### src/rtl/game_round_ctrl_pkg.sv
// Shared whack-a-mole definitions: controller state codes and round defaults.
// Imported by the round, score and mole controllers.
package wam_defs;

    typedef enum logic [2:0] {
        ST_IDLE  = 3'd0,
        ST_CLEAR = 3'd1,
        ST_RUN   = 3'd2,
        ST_PAUSE = 3'd3,
        ST_OVER  = 3'd4
    } wam_state_e;

    localparam int GAME_SECONDS_DEF = 60;
    localparam int CLEAR_CYCLES_DEF = 4;

endpackage

### src/rtl/game_round_ctrl_if.sv
// Round controller signal bundle: player inputs, counter link, display.
// master drives the raw inputs, slave is the controller.
interface game_round_ctrl_if;

    logic       start_btn;
    logic       pause_sw;
    logic [5:0] elapsed_time;
    logic       start_game;
    logic       timer_clear_n;
    logic       game_active;
    logic       game_over;
    logic       sec_tick;
    logic [3:0] time_tens;
    logic [3:0] time_ones;

    modport master (
        output start_btn, pause_sw, elapsed_time,
        input  start_game, timer_clear_n, game_active,
        input  game_over, sec_tick, time_tens, time_ones
    );

    modport slave (
        input  start_btn, pause_sw, elapsed_time,
        output start_game, timer_clear_n, game_active,
        output game_over, sec_tick, time_tens, time_ones
    );

endinterface

### src/rtl/game_round_ctrl_bcd.sv
// 6-bit binary to two BCD digits using range compares and
// constant subtracts only.
module bin6_to_bcd2 (
    input  logic [5:0] i_bin,
    output logic [3:0] o_tens,
    output logic [3:0] o_ones
);

    always_comb begin
        o_tens = 4'd0;
        o_ones = i_bin[3:0];
        unique case (1'b1)
            (i_bin >= 6'd60): begin
                o_tens = 4'd6;
                o_ones = 4'(i_bin - 6'd60);
            end
            (i_bin >= 6'd50 && i_bin < 6'd60): begin
                o_tens = 4'd5;
                o_ones = 4'(i_bin - 6'd50);
            end
            (i_bin >= 6'd40 && i_bin < 6'd50): begin
                o_tens = 4'd4;
                o_ones = 4'(i_bin - 6'd40);
            end
            (i_bin >= 6'd30 && i_bin < 6'd40): begin
                o_tens = 4'd3;
                o_ones = 4'(i_bin - 6'd30);
            end
            (i_bin >= 6'd20 && i_bin < 6'd30): begin
                o_tens = 4'd2;
                o_ones = 4'(i_bin - 6'd20);
            end
            (i_bin >= 6'd10 && i_bin < 6'd20): begin
                o_tens = 4'd1;
                o_ones = 4'(i_bin - 6'd10);
            end
            default: ;
        endcase
    end

endmodule

### src/rtl/game_round_ctrl.sv
// Round controller: syncs player inputs and the ripple seconds counter,
// runs the round FSM and drives the remaining-time BCD display.
module game_round_ctrl
    import wam_defs::*;
#(
    parameter int GAME_SECONDS = GAME_SECONDS_DEF,
    parameter int CLEAR_CYCLES = CLEAR_CYCLES_DEF
) (
    input  logic             clk,
    input  logic             reset,
    game_round_ctrl_if.slave bus
);

    localparam logic [5:0] GS6      = 6'(GAME_SECONDS);
    localparam logic [7:0] CLR_LAST = 8'(CLEAR_CYCLES - 1);
    localparam logic [3:0] RST_TENS = 4'(GAME_SECONDS / 10);
    localparam logic [3:0] RST_ONES = 4'(GAME_SECONDS % 10);

    logic       r_start_s1, r_start_s2, r_start_d;
    logic       r_pause_s1, r_pause_s2;
    logic [5:0] r_el_s1, r_el_s2, r_el_prev;
    logic [5:0] r_elapsed_q;
    logic [7:0] r_clr_cnt;
    wam_state_e r_state;
    wam_state_e w_next;
    logic       r_start_game, r_clear_n, r_active, r_over, r_tick;
    logic [3:0] r_tens, r_ones;
    logic       w_start_req, w_done, w_accept;
    logic [5:0] w_rem, w_show;
    logic [3:0] w_tens, w_ones;

    assign w_start_req = r_start_s2 & ~r_start_d;
    assign w_done      = (r_elapsed_q >= GS6);
    assign w_rem       = w_done ? 6'd0 : GS6 - r_elapsed_q;
    // Ripple codes settle well within a clk; two equal samples mean stable.
    assign w_accept    = (r_el_s2 == r_el_prev)
                      && (r_el_s2 != r_elapsed_q);

    always_ff @(posedge clk or negedge reset) begin
        if (!reset) begin
            r_start_s1  <= 1'b0;
            r_start_s2  <= 1'b0;
            r_start_d   <= 1'b0;
            r_pause_s1  <= 1'b0;
            r_pause_s2  <= 1'b0;
            r_el_s1     <= 6'd0;
            r_el_s2     <= 6'd0;
            r_el_prev   <= 6'd0;
            r_elapsed_q <= 6'd0;
            r_tick      <= 1'b0;
        end else begin
            r_start_s1 <= bus.start_btn;
            r_start_s2 <= r_start_s1;
            r_start_d  <= r_start_s2;
            r_pause_s1 <= bus.pause_sw;
            r_pause_s2 <= r_pause_s1;
            r_el_s1    <= bus.elapsed_time;
            r_el_s2    <= r_el_s1;
            r_el_prev  <= r_el_s2;
            if (r_state == ST_CLEAR)
                r_elapsed_q <= 6'd0;
            else if (w_accept)
                r_elapsed_q <= r_el_s2;
            r_tick <= w_accept && (r_state != ST_CLEAR);
        end
    end

    always_comb begin
        w_next = r_state;
        unique case (r_state)
            ST_IDLE:
                if (w_start_req) w_next = ST_CLEAR;
            ST_CLEAR:
                if (r_clr_cnt == CLR_LAST) w_next = ST_RUN;
            ST_RUN:
                if (w_done) w_next = ST_OVER;
                else if (r_pause_s2) w_next = ST_PAUSE;
            ST_PAUSE:
                if (w_start_req) w_next = ST_CLEAR;
                else if (!r_pause_s2) w_next = ST_RUN;
            ST_OVER:
                if (w_start_req) w_next = ST_CLEAR;
            default:
                w_next = ST_IDLE;
        endcase
    end

    always_comb begin
        unique case (r_state)
            ST_OVER:  w_show = 6'd0;
            ST_CLEAR: w_show = GS6;
            default:  w_show = w_rem;
        endcase
    end

    bin6_to_bcd2 u_bcd (
        .i_bin  (w_show),
        .o_tens (w_tens),
        .o_ones (w_ones)
    );

    // Outputs are decoded from the next state so they align with r_state.
    always_ff @(posedge clk or negedge reset) begin
        if (!reset) begin
            r_state      <= ST_IDLE;
            r_clr_cnt    <= 8'd0;
            r_start_game <= 1'b0;
            r_clear_n    <= 1'b0;
            r_active     <= 1'b0;
            r_over       <= 1'b0;
            r_tens       <= RST_TENS;
            r_ones       <= RST_ONES;
        end else begin
            r_state      <= w_next;
            r_clr_cnt    <= (r_state == ST_CLEAR)
                          ? r_clr_cnt + 8'd1 : 8'd0;
            r_start_game <= (w_next == ST_RUN);
            r_clear_n    <= (w_next == ST_RUN)
                         || (w_next == ST_PAUSE)
                         || (w_next == ST_OVER);
            r_active     <= (w_next == ST_RUN);
            r_over       <= (w_next == ST_OVER);
            r_tens       <= w_tens;
            r_ones       <= w_ones;
        end
    end

    assign bus.start_game    = r_start_game;
    assign bus.timer_clear_n = r_clear_n;
    assign bus.game_active   = r_active;
    assign bus.game_over     = r_over;
    assign bus.sec_tick      = r_tick;
    assign bus.time_tens     = r_tens;
    assign bus.time_ones     = r_ones;

endmodule

### src/flat_wrapper.sv
// flat-port wrapper written by rule: the top's interface ports become plain ports
module game_round_ctrl_flat import wam_defs::*;
#(
    parameter int GAME_SECONDS = GAME_SECONDS_DEF,
    parameter int CLEAR_CYCLES = CLEAR_CYCLES_DEF
)
  (clk, reset, bus_start_btn, bus_pause_sw, bus_elapsed_time, bus_start_game, bus_timer_clear_n, bus_game_active, bus_game_over, bus_sec_tick, bus_time_tens, bus_time_ones);
  game_round_ctrl_if bus_i ();
  input  logic clk;
  input  logic reset;
  input wire logic [$bits(bus_i.start_btn)-1:0] bus_start_btn;
  input wire logic [$bits(bus_i.pause_sw)-1:0] bus_pause_sw;
  input wire logic [$bits(bus_i.elapsed_time)-1:0] bus_elapsed_time;
  output wire logic [$bits(bus_i.start_game)-1:0] bus_start_game;
  output wire logic [$bits(bus_i.timer_clear_n)-1:0] bus_timer_clear_n;
  output wire logic [$bits(bus_i.game_active)-1:0] bus_game_active;
  output wire logic [$bits(bus_i.game_over)-1:0] bus_game_over;
  output wire logic [$bits(bus_i.sec_tick)-1:0] bus_sec_tick;
  output wire logic [$bits(bus_i.time_tens)-1:0] bus_time_tens;
  output wire logic [$bits(bus_i.time_ones)-1:0] bus_time_ones;
  assign bus_i.start_btn = bus_start_btn;
  assign bus_i.pause_sw = bus_pause_sw;
  assign bus_i.elapsed_time = bus_elapsed_time;
  assign bus_start_game = bus_i.start_game;
  assign bus_timer_clear_n = bus_i.timer_clear_n;
  assign bus_game_active = bus_i.game_active;
  assign bus_game_over = bus_i.game_over;
  assign bus_sec_tick = bus_i.sec_tick;
  assign bus_time_tens = bus_i.time_tens;
  assign bus_time_ones = bus_i.time_ones;
  game_round_ctrl #(.GAME_SECONDS(GAME_SECONDS), .CLEAR_CYCLES(CLEAR_CYCLES)) u_core (.clk(clk), .reset(reset), .bus(bus_i));
endmodule
### config.mk
export PLATFORM = sky130hd
export DESIGN_NAME = game_round_ctrl_flat
export DESIGN_NICKNAME = d
export VERILOG_FILES = /design/src/rtl/game_round_ctrl_pkg.sv /design/src/rtl/game_round_ctrl_if.sv /design/src/rtl/game_round_ctrl_bcd.sv /design/src/rtl/game_round_ctrl.sv /design/src/flat_wrapper.sv
export SDC_FILE = /design/constraint.sdc
export NUM_CORES = 1
export LEC_CHECK = 0
export CORE_UTILIZATION = 54
export CTS_BUF_LIST = sky130_fd_sc_hd__clkbuf_8 sky130_fd_sc_hd__clkbuf_16
export CTS_CLUSTER_SIZE = 8
export DETAILED_ROUTE_END_ITERATION = 16
export DONT_BUFFER_PORTS = 1
export GPL_ROUTABILITY_DRIVEN = 0
export GPL_TIMING_DRIVEN = 1
export PLACE_DENSITY = 0.72
export SYNTH_ARGS = -nofsm -noshare
export SYNTH_HDL_FRONTEND = slang
export SYNTH_HIERARCHICAL = 1
export SYNTH_SLANG_ARGS = --single-unit
### constraint.sdc
create_clock -name clk -period 6.7 [get_ports clk]
set_clock_uncertainty 0.05 [all_clocks]
set_input_delay 1.34 -clock clk [delete_from_list [all_inputs] [get_ports clk]]
set_output_delay 1.34 -clock clk [all_outputs]
set_load 0.02 [all_outputs]
Word level (Yosys, flattened, before mapping)
Index checks and enable logic that the tools add are counted.
{"block": "totals", "inputBits": 10, "wordCells": 76, "ff_bits": 51, "output_inout_bits": 13}
{"block": "classes", "mux": 14, "bitwise": 2, "eq_ne": 11, "order_cmp": 12, "addsub": 8, "reduce_logical": 12}
{"cell": "greater-or-equal comparator 6 bit, second input constant", "n": 4}
{"cell": "one-hot mux 4 bit (6 select lines)", "n": 1}
{"cell": "< comparator 6 bit, second input constant", "n": 3}
{"cell": "two-way mux 3 bit", "n": 6}
{"cell": "two-way mux 6 bit", "n": 3}
{"cell": "one-hot mux 3 bit (6 select lines)", "n": 1}
{"cell": "subtractor 4 bit, second input constant", "n": 4}
{"cell": "== test 3 x 2 -> 1 bit, second input constant", "n": 4}
{"cell": "greater-or-equal comparator 6 x 5 -> 1 bit, second input constant", "n": 2}
{"cell": "< comparator 6 x 5 -> 1 bit, second input constant", "n": 2}
{"cell": "one-hot mux 3 bit (4 select lines)", "n": 1}
{"cell": "one-hot mux 6 bit (2 select lines)", "n": 1}
{"cell": "adder 8 x 1 -> 8 bit, second input constant", "n": 1}
{"cell": "== test 8 x 2 -> 1 bit, second input constant", "n": 1}
{"cell": "two-way mux 8 bit", "n": 1}
{"cell": "logical AND 1 bit", "n": 7}
{"cell": "== test 3 bit, second input constant", "n": 2}
{"cell": "== test 6 bit", "n": 1}
{"cell": "greater-or-equal comparator 6 x 4 -> 1 bit, second input constant", "n": 1}
{"cell": "inequality test 6 bit", "n": 1}
{"cell": "subtractor 6 bit, first input constant", "n": 1}
{"cell": "subtractor 4 x 2 -> 4 bit, second input constant", "n": 1}
{"cell": "subtractor 4 x 3 -> 4 bit, second input constant", "n": 1}
{"cell": "== test 3 x 1 -> 1 bit, second input constant", "n": 1}
{"cell": "other kinds (7)", "n": 8}

Longest topological paths before layout
Gate-level depths: netlist of the first run.
{"block": "depth", "ltp_word": 7, "mapped_depth": 13, "ltp_nobuf": 12}

Modules after synthesis
The synthesis of the first run kept the hierarchy.
{"mod": "game_round_ctrl", "n_inst": 1, "cells_each": 159, "seq_area_each_um2": 1303.8, "area_each_um2": 1989.4}
{"mod": "bin6_to_bcd2", "n_inst": 1, "cells_each": 47, "seq_area_each_um2": 0.0, "area_each_um2": 316.6}

Worst setup path after synthesis of the first run
No wires, ideal clock.
{"block": "synth_timing", "path_type": "register to register", "startpoint": "register u_core.r_state[0]", "endpoint": "register u_core.r_ones[3], in the netlist u_core/bus.time_ones[3]", "t_arrival_ps": 2684, "setup_time_ps": 142, "path_slack_ps": 3824, "stages_incl_launch_ff": 14, "t_required_ps": 6508, "period_less_slack_ps": 2876, "path_buffers": 3, "path_cell_list": "dfrtp_1 clkbuf_1 nand2_1 clkbuf_1 o21ai_0 buf_6 nor2b_4 nor2b_1 a41oi_1 fa_1 and2b_2 and2_1 a31oi_1 o22ai_1"}
{"block": "synth_via", "elab_chain_cells": 5, "elab_cells_between_ends": 26, "classes_between": "6 x add/sub; 11 x order compare; 2 x eq/ne; 2 x mux; 5 x reduce/logical"}
{"item": "start: declaration", "line": "game_round_ctrl.sv:24", "source": "wam_state_e r_state;"}
{"item": "start signal: assignment", "line": "game_round_ctrl.sv:114", "source": "r_state <= w_next;"}
{"item": "== test 3 x 1 -> 1 bit / == test 3 bit (equally long branches)", "line": "game_round_ctrl.sv:89", "source": "unique case (r_state)"}
{"item": "one-hot mux 6 bit (2 select lines) (*)", "line": "game_round_ctrl.sv:89"}
{"item": "via u_core.w_show[3]", "line": "game_round_ctrl.sv:29", "source": "logic [5:0] w_rem, w_show;"}
{"item": "greater-or-equal comparator 6 x 4 -> 1 bit, or another cell as far along", "line": "game_round_ctrl_bcd.sv:33", "source": "(i_bin >= 6'd10 && i_bin < 6'd20): begin"}
{"item": "logical AND 1 bit (on tied branches)"}
{"item": "one-hot mux 4 bit (6 select lines) (*)", "line": "game_round_ctrl_bcd.sv:12", "source": "unique case (1'b1)"}
{"item": "via u_core.w_ones[3]", "line": "game_round_ctrl.sv:30", "source": "logic [3:0] w_tens, w_ones;"}
{"item": "end signal: assignment", "line": "game_round_ctrl.sv:124", "source": "r_ones <= w_ones;"}
{"item": "end: declaration", "line": "game_round_ctrl.sv:27", "source": "logic [3:0] r_tens, r_ones;"}
The timed path passes the listed nets; every way through them passes the cells marked *.
A chain may end at the register's enable or synchronous reset.

Worst setup path after layout of the first run
Same ends and word-level chain as after synthesis.

==> impl_metrics.tcl, run 1 <==
set metrics [dict create \
    r2r-start "u_core/r_state[0]" \
    num_vias 1446 \
    dieArea_um2 4535 \
    setup.worst_path.class "flip-flop to flip-flop" \
    yosysUniqueCellTypes 48 \
    grt_overflow 0 \
    cts_root_buf "clkbuf_8" \
    synthCells 206 \
    grt.total_usage_pct 18.67 \
    die_x_um 67.35 \
    fin_crit_sh_pct 55.19 \
    grt_start_max_net_pins 53 \
    worstMarginPinSlew_ns 1.118 \
    start_util_pct 56.83 \
    post-route-drc-count 0 \
    worst_ep_required_time_ns 6.81 \
    numCtsBuffers 5 \
    grt_pass1_wl_um 6168 \
    syn-mean-instance-area_um2 11.19 \
    fmax_mhz 270.4 \
    coreArea_um2 4058 \
    dp_hpwl_um 2599 \
    clkTransAtPathRegs_ns 0.09 \
    min_period_ns 3.698 \
    synth_nets 219 \
    first_pass_iters 5 \
    cts_hold_buf 0 \
    num_antenna_cells 0 \
    yosys_most_used_dff "dfrtp_1" \
    cap_violations 0 \
    layout_commonest_cell "dfrtp_1" \
    wl_um 3711 \
    cts_tree "done" \
    start_kind "flip-flop" \
    synth-seq-area-share_pct 56.54 \
    final_hold_viol_count 0 \
    maxSlewViolCount 0 \
    die_h_um 67.35 \
    relSlewSlack_pct 24.70 \
    clock_latency_ns 0.29 \
    portBuffers 0 \
    synth_edf_count 0 \
    nets 215 \
    fin_cells 253 \
    endpoint "u_core/bus.time_ones[3]" \
    post_cts_resized 0 \
    antenna_found_initial 0 \
    most-common-layout-cells "dfrtp_1, nor2_1, nand2_1, xor2_1, xnor2_1" \
    cts.sinks 52 \
    finalPower_uw 693.2 \
    drive_above_1_share_pct 9.360 \
    place_inst 245 \
    drtAntennaViolNets 0 \
    setup_viol 0 \
    syn_area_um2 2306 \
    grt_pass1_vias 1445 \
    syn_to_final_growth_pct 5.317 \
    leakage_uw 0.001077 \
    rsz0062_at_grt "false" \
    crit_path_max_fanout 26 \
    cts_max_path_buffers 2 \
    cp-end-kind "flip-flop" \
    cts_setup_buffers 0 \
    min_from "u_core/r_el_s1[4]" \
    htreeDepth 2 \
    ioPinCount 23 \
    ir_drop_uv 170.7 \
    final.setup.tns_ns 0 \
    async_flop_share_pct 100.0 \
    drt_iter0_drc 57 \
    ys_ff_latch 52 \
    worst_r2r_endpoint "u_core/bus.time_ones[3]" \
    num_rows 23 \
    final_core_util_pct 59.85 \
    r2r_setup_slack_ns 3.00 \
    hp-class "flip-flop to flip-flop" \
    pwr_density_cell_nw_per_um2 285.4 \
    status "finished, final reports clean" \
    routedWlPerCell_um 14.67 \
    crit_path_start "u_core/r_state[0]" \
    ys.warnings.count 6 \
    via_per_inst 5.715 \
    reg2reg_depth 10 \
    critPathArrivalTime_ns 3.81 \
]
-- registers in the layout, summed over array words and instances, names as in the netlist, 3 cells and up --
name	flops
u_core/bus.time_tens	4
u_core/bus.time_ones	4
u_core/r_el_s2	6
u_core/r_el_prev	6
u_core/r_el_s1	6
u_core/r_state	3
u_core/r_clr_cnt	8
u_core/r_elapsed_q	6
-- kinds of logic (layout without fill, tap and decap cells) --
family | count (synthesis) | count (layout) | synth area share, %
AOI/OAI and AO/OA | 35 | 35 | 10.96
xor gates and xnor gates | 22 | 22 | 8.356
adders and majority gates | 3 | 3 | 1.953
buffers and inverters | 15 | 12 | 3.472
DFF | 52 | 52 | 56.54
muxes | 7 | 7 | 3.039
other | 1 | 1 | 0.1626
and+or+nand+nor | 71 | 71 | 15.52
-- cell type report --
| cell class | instances | area [µm²] |
|---|---|---|
| multi-input combinational | 139 | 922.1 |
| inverter | 3 | 11.26 |
| clock buffer | 6 | 82.58 |
| tap | 50 | 62.56 |
| clock inverter | 2 | 38.79 |
| sequential | 52 | 1304 |
| timing repair buffer | 1 | 7.507 |
| fill | 320 | 1629 |
-- power by group --
| group | total, µW | internal [µW] | switching (µW) | leakage (µW) |
|---|---|---|---|---|
| Sequential | 385 | 343 | 42.4 | 0.000657 |
| Clock | 216 | 122 | 94.5 | 0.0000614 |
| Combinational | 91.9 | 36.1 | 55.7 | 0.000358 |
| Total | 693 | 501 | 193 | 0.00108 |
-- per-layer routing --
| layer | GRT usage [%] | vias to the layer above | routed length [µm] |
|---|---|---|---|
| met5 | 0 | - | 0 |
| met2 | 32.50 | 35 | 1975 |
| li1 | - | 686 | - |
| met4 | 6.915 | 0 | 21 |
| met1 | 21.91 | 723 | 1588 |
| met3 | 5.068 | 2 | 126 |
-- worst max-delay path: stages, from the launching register on --
cell and delay [ns]:
dfrtp_1 0.49, nand2_1 0.60, o21ai_0 0.62, nor2b_4 0.33, nor2b_1 0.23, a41oi_1 0.10
fa_1 0.53, and2b_2 0.22, and2_1 0.15, a31oi_1 0.14, o22ai_1 0.10
-- Yosys cell counts (2+ instances only) --
cell type	instances	area (µm²)
o21ai_0	9	45.04
mux2i_1	7	70.07
a31oi_1	2	12.51
clkbuf_1	4	15.01
nand2b_1	6	37.54
nand4_1	3	18.77
buf_2	3	15.01
dfrtp_1	50	1251
and3_1	4	25.02
o21a_1	3	22.52
ha_1	2	25.02
buf_4	3	22.52
nor4_1	2	12.51
xnor2_1	11	96.34
o2111ai_1	2	17.52
dfstp_2	2	52.55
inv_1	3	11.26
o22ai_1	2	12.51
nand2_1	19	71.32
nor2_1	19	71.32
and2_2	2	15.01
nand3_1	4	20.02
and2_1	2	12.51
xor2_1	11	96.34
nor2b_1	5	31.28
a21oi_1	3	15.01
a22oi_1	2	15.01
-- how the worst min path moves through the flow --
stage                        end  slack [ns]  depth (start not counted)
2_1_floorplan  u_core/r_el_s2[0]        0.28                          0
3_3_place_gp   u_core/r_pause_s2        0.28                          0
3_5_place_dp   u_core/r_el_s2[4]        0.29                          0
4_1_cts        u_core/r_el_s2[4]        0.31                          0
5_1_grt        u_core/r_el_s2[4]        0.31                          0
6_report       u_core/r_el_s2[4]        0.30                          0
-- metrics by stage --
step                      area (µm²)  hold slack (ns)  setup WS [ns]
after CTS                       2429           0.3069          3.030
final                           2429           0.3036          3.002
after detailed placement        2307           0.2862          3.040
after global routing            2429           0.3093          2.645
after global placement          2307           0.2821          3.267
after floorplan                 2306           0.2812          3.824
No activity file was read; power rests on OpenSTA's default activity.
==> run 2, diff against run 1 <==
- PLACE_DENSITY: 0.72 -> 0.75
- clock period: 6.7 -> 3.2 ns (I/O delays scaled with it)
==> run 2 against run 1 <==
Die area stayed put. Utilization rose by 0.83 points. Fmax grew 27%. Clock-buffer cell count down 1. Hold slack lost 0.19 ns. Clock power up 71%. Critical endpoint unchanged. Highest routed layer unchanged.
==> impl_metrics.tcl, run 2 (same netlist as run 1, synthesis figures left out) <==
set metrics [dict create \
    final.setup.tns_ns 0 \
    nets 220 \
    ioPinCount 23 \
    crit_top_cell "a31oi_1" \
    routedWlPerCell_um 14.07 \
    slowest_stage "fa_1" \
    fmax_mhz 343.6 \
    setup_viol 0 \
    htreeDepth 2 \
    layout_commonest_cell "dfrtp_1" \
    place_area_um2 2337 \
    hp-class "input port to async pin" \
    start_util_pct 56.83 \
    finalPower_uw 1401 \
    num_antenna_cells 0 \
    largest_register_ffs 8 \
    num_rows 23 \
    setup.worst_path.class "flip-flop to flip-flop" \
    numCtsBuffers 5 \
    leakage_uw 0.001094 \
    path_cells "o2111ai_1 -> a31oi_1 -> nor2_4 -> nor2b_4 -> nor2b_1 -> a41oi_1 -> fa_1 -> and2b_2 -> and2_1 -> a31oi_1 -> o22ai_1" \
    drt_iter0_drc 66 \
    m1WireLength_um 1642 \
    most-common-layout-cells "dfrtp_1, nand2_1, nor2_1, xor2_1, xnor2_1" \
    cts.sinks 52 \
    wl_um 3630 \
    dp_hpwl_um 2532 \
    final_hold_viol_count 0 \
    worst_r2r_endpoint "u_core/bus.time_ones[3]" \
    grt_pass1_vias 1371 \
    cts_max_path_buffers 2 \
    wl_met3_um 129 \
    drive_above_1_share_pct 12.02 \
    clkTransAtPathRegs_ns 0.09 \
    cap_violations 0 \
    pwr_density_cell_nw_per_um2 568.8 \
    syn_to_final_growth_pct 6.782 \
    reg2reg_depth 11 \
    grt_pass1_wl_um 5989 \
    clock_latency_ns 0.31 \
    first_pass_iters 4 \
    ir_drop_uv 454.3 \
    maxSlewViolCount 0 \
    design_area_um2 2462 \
    portBuffers 0 \
    grt_start_max_net_pins 51 \
    dieArea_um2 4535 \
    cts_setup_buffers 0 \
    min_period_ns 2.911 \
    grt.total_usage_pct 18.42 \
    die_x_um 67.35 \
    die_h_um 67.35 \
    start_kind "flip-flop" \
    fin_crit_sh_pct 90.96 \
    via_per_inst 5.729 \
    cts_tree "done" \
    status "finished, final reports clean" \
    antenna_found_initial 0 \
    critPathArrivalTime_ns 3.04 \
    r2r-start "u_core/r_elapsed_q[0]" \
    highest_layer "met4" \
    grt_overflow 0 \
    crit_path_max_fanout 9 \
    top_register "u_core/r_clr_cnt" \
    cts_root_buf "clkbuf_8" \
    post-route-drc-count 0 \
    num_vias 1478 \
    drtAntennaViolNets 0 \
    r2r_setup_slack_ns 0.29 \
    cp-end-kind "flip-flop" \
    coreArea_um2 4058 \
    cpPeakStageDelay_ns 0.49 \
    worst_ep_required_time_ns 3.33 \
    dr_wl_met2_um 1767 \
    rsz0062_at_grt "false" \
]
## run 2: what timing repair did
action	CTS	global route
hold endpoints to repair	50	0
resized for setup	0	3
endpoints found under the setup margin	0	1
hold buffers	1	0
## run 2: cell type report
| class | instances | area [µm²] |
|---|---|---|
| fill | 324 | 1595 |
| clock buffer | 5 | 68.82 |
| tap | 50 | 62.56 |
| inverter | 3 | 11.26 |
| multi-input combinational | 139 | 929.6 |
| sequential | 52 | 1304 |
| clock inverter | 3 | 21.27 |
| timing repair buffer | 6 | 65.06 |
## run 2: worst max-delay path by stage
stage,start,to,depth (start not counted)
after floorplan,u_core/r_state[0],u_core/bus.time_ones[3],13
after global placement,u_core/r_elapsed_q[3],u_core/bus.time_ones[3],10
after detailed placement,u_core/r_elapsed_q[0],u_core/bus.time_ones[3],11
after CTS,u_core/r_elapsed_q[0],u_core/bus.time_ones[3],11
after global routing,u_core/r_elapsed_q[3],u_core/bus.time_ones[3],11
final,u_core/r_elapsed_q[0],u_core/bus.time_ones[3],11
## run 2: per-stage QoR
step	util (%)	hold WS, ns	setup slack [ns]	instances
4_1_cts	60.50	0.1117	0.09620	258
3_5_place_dp	57.60	0.2847	0.1294	249
3_3_place_gp	57.60	0.2836	0.2817	249
6_report	60.68	0.1139	0.2893	258
2_1_floorplan	-	0.2812	0.3239	206
5_1_grt	60.68	0.1036	0.04811	258
## run 2: worst max-delay path, delay by kind of cell (launching register included)
family          cells  cell delay (ns)
compound gates      5             0.74
simple gates        5             1.06
fa+ha+maj           1             0.49
flops               1             0.44
## run 2: routing by layer
layer	up-vias	GRT usage [%]
li1	693	-
met5	-	0
met4	0	9.840
met1	748	22.91
met3	8	5.236
met2	29	29.00
## run 2: power by group
group	internal [µW]	leakage, µW	total, µW	switching, µW
sequential	717	0.000657	808	91.0
clock	155	0.0000445	370	215
combinational	90.0	0.000393	223	133
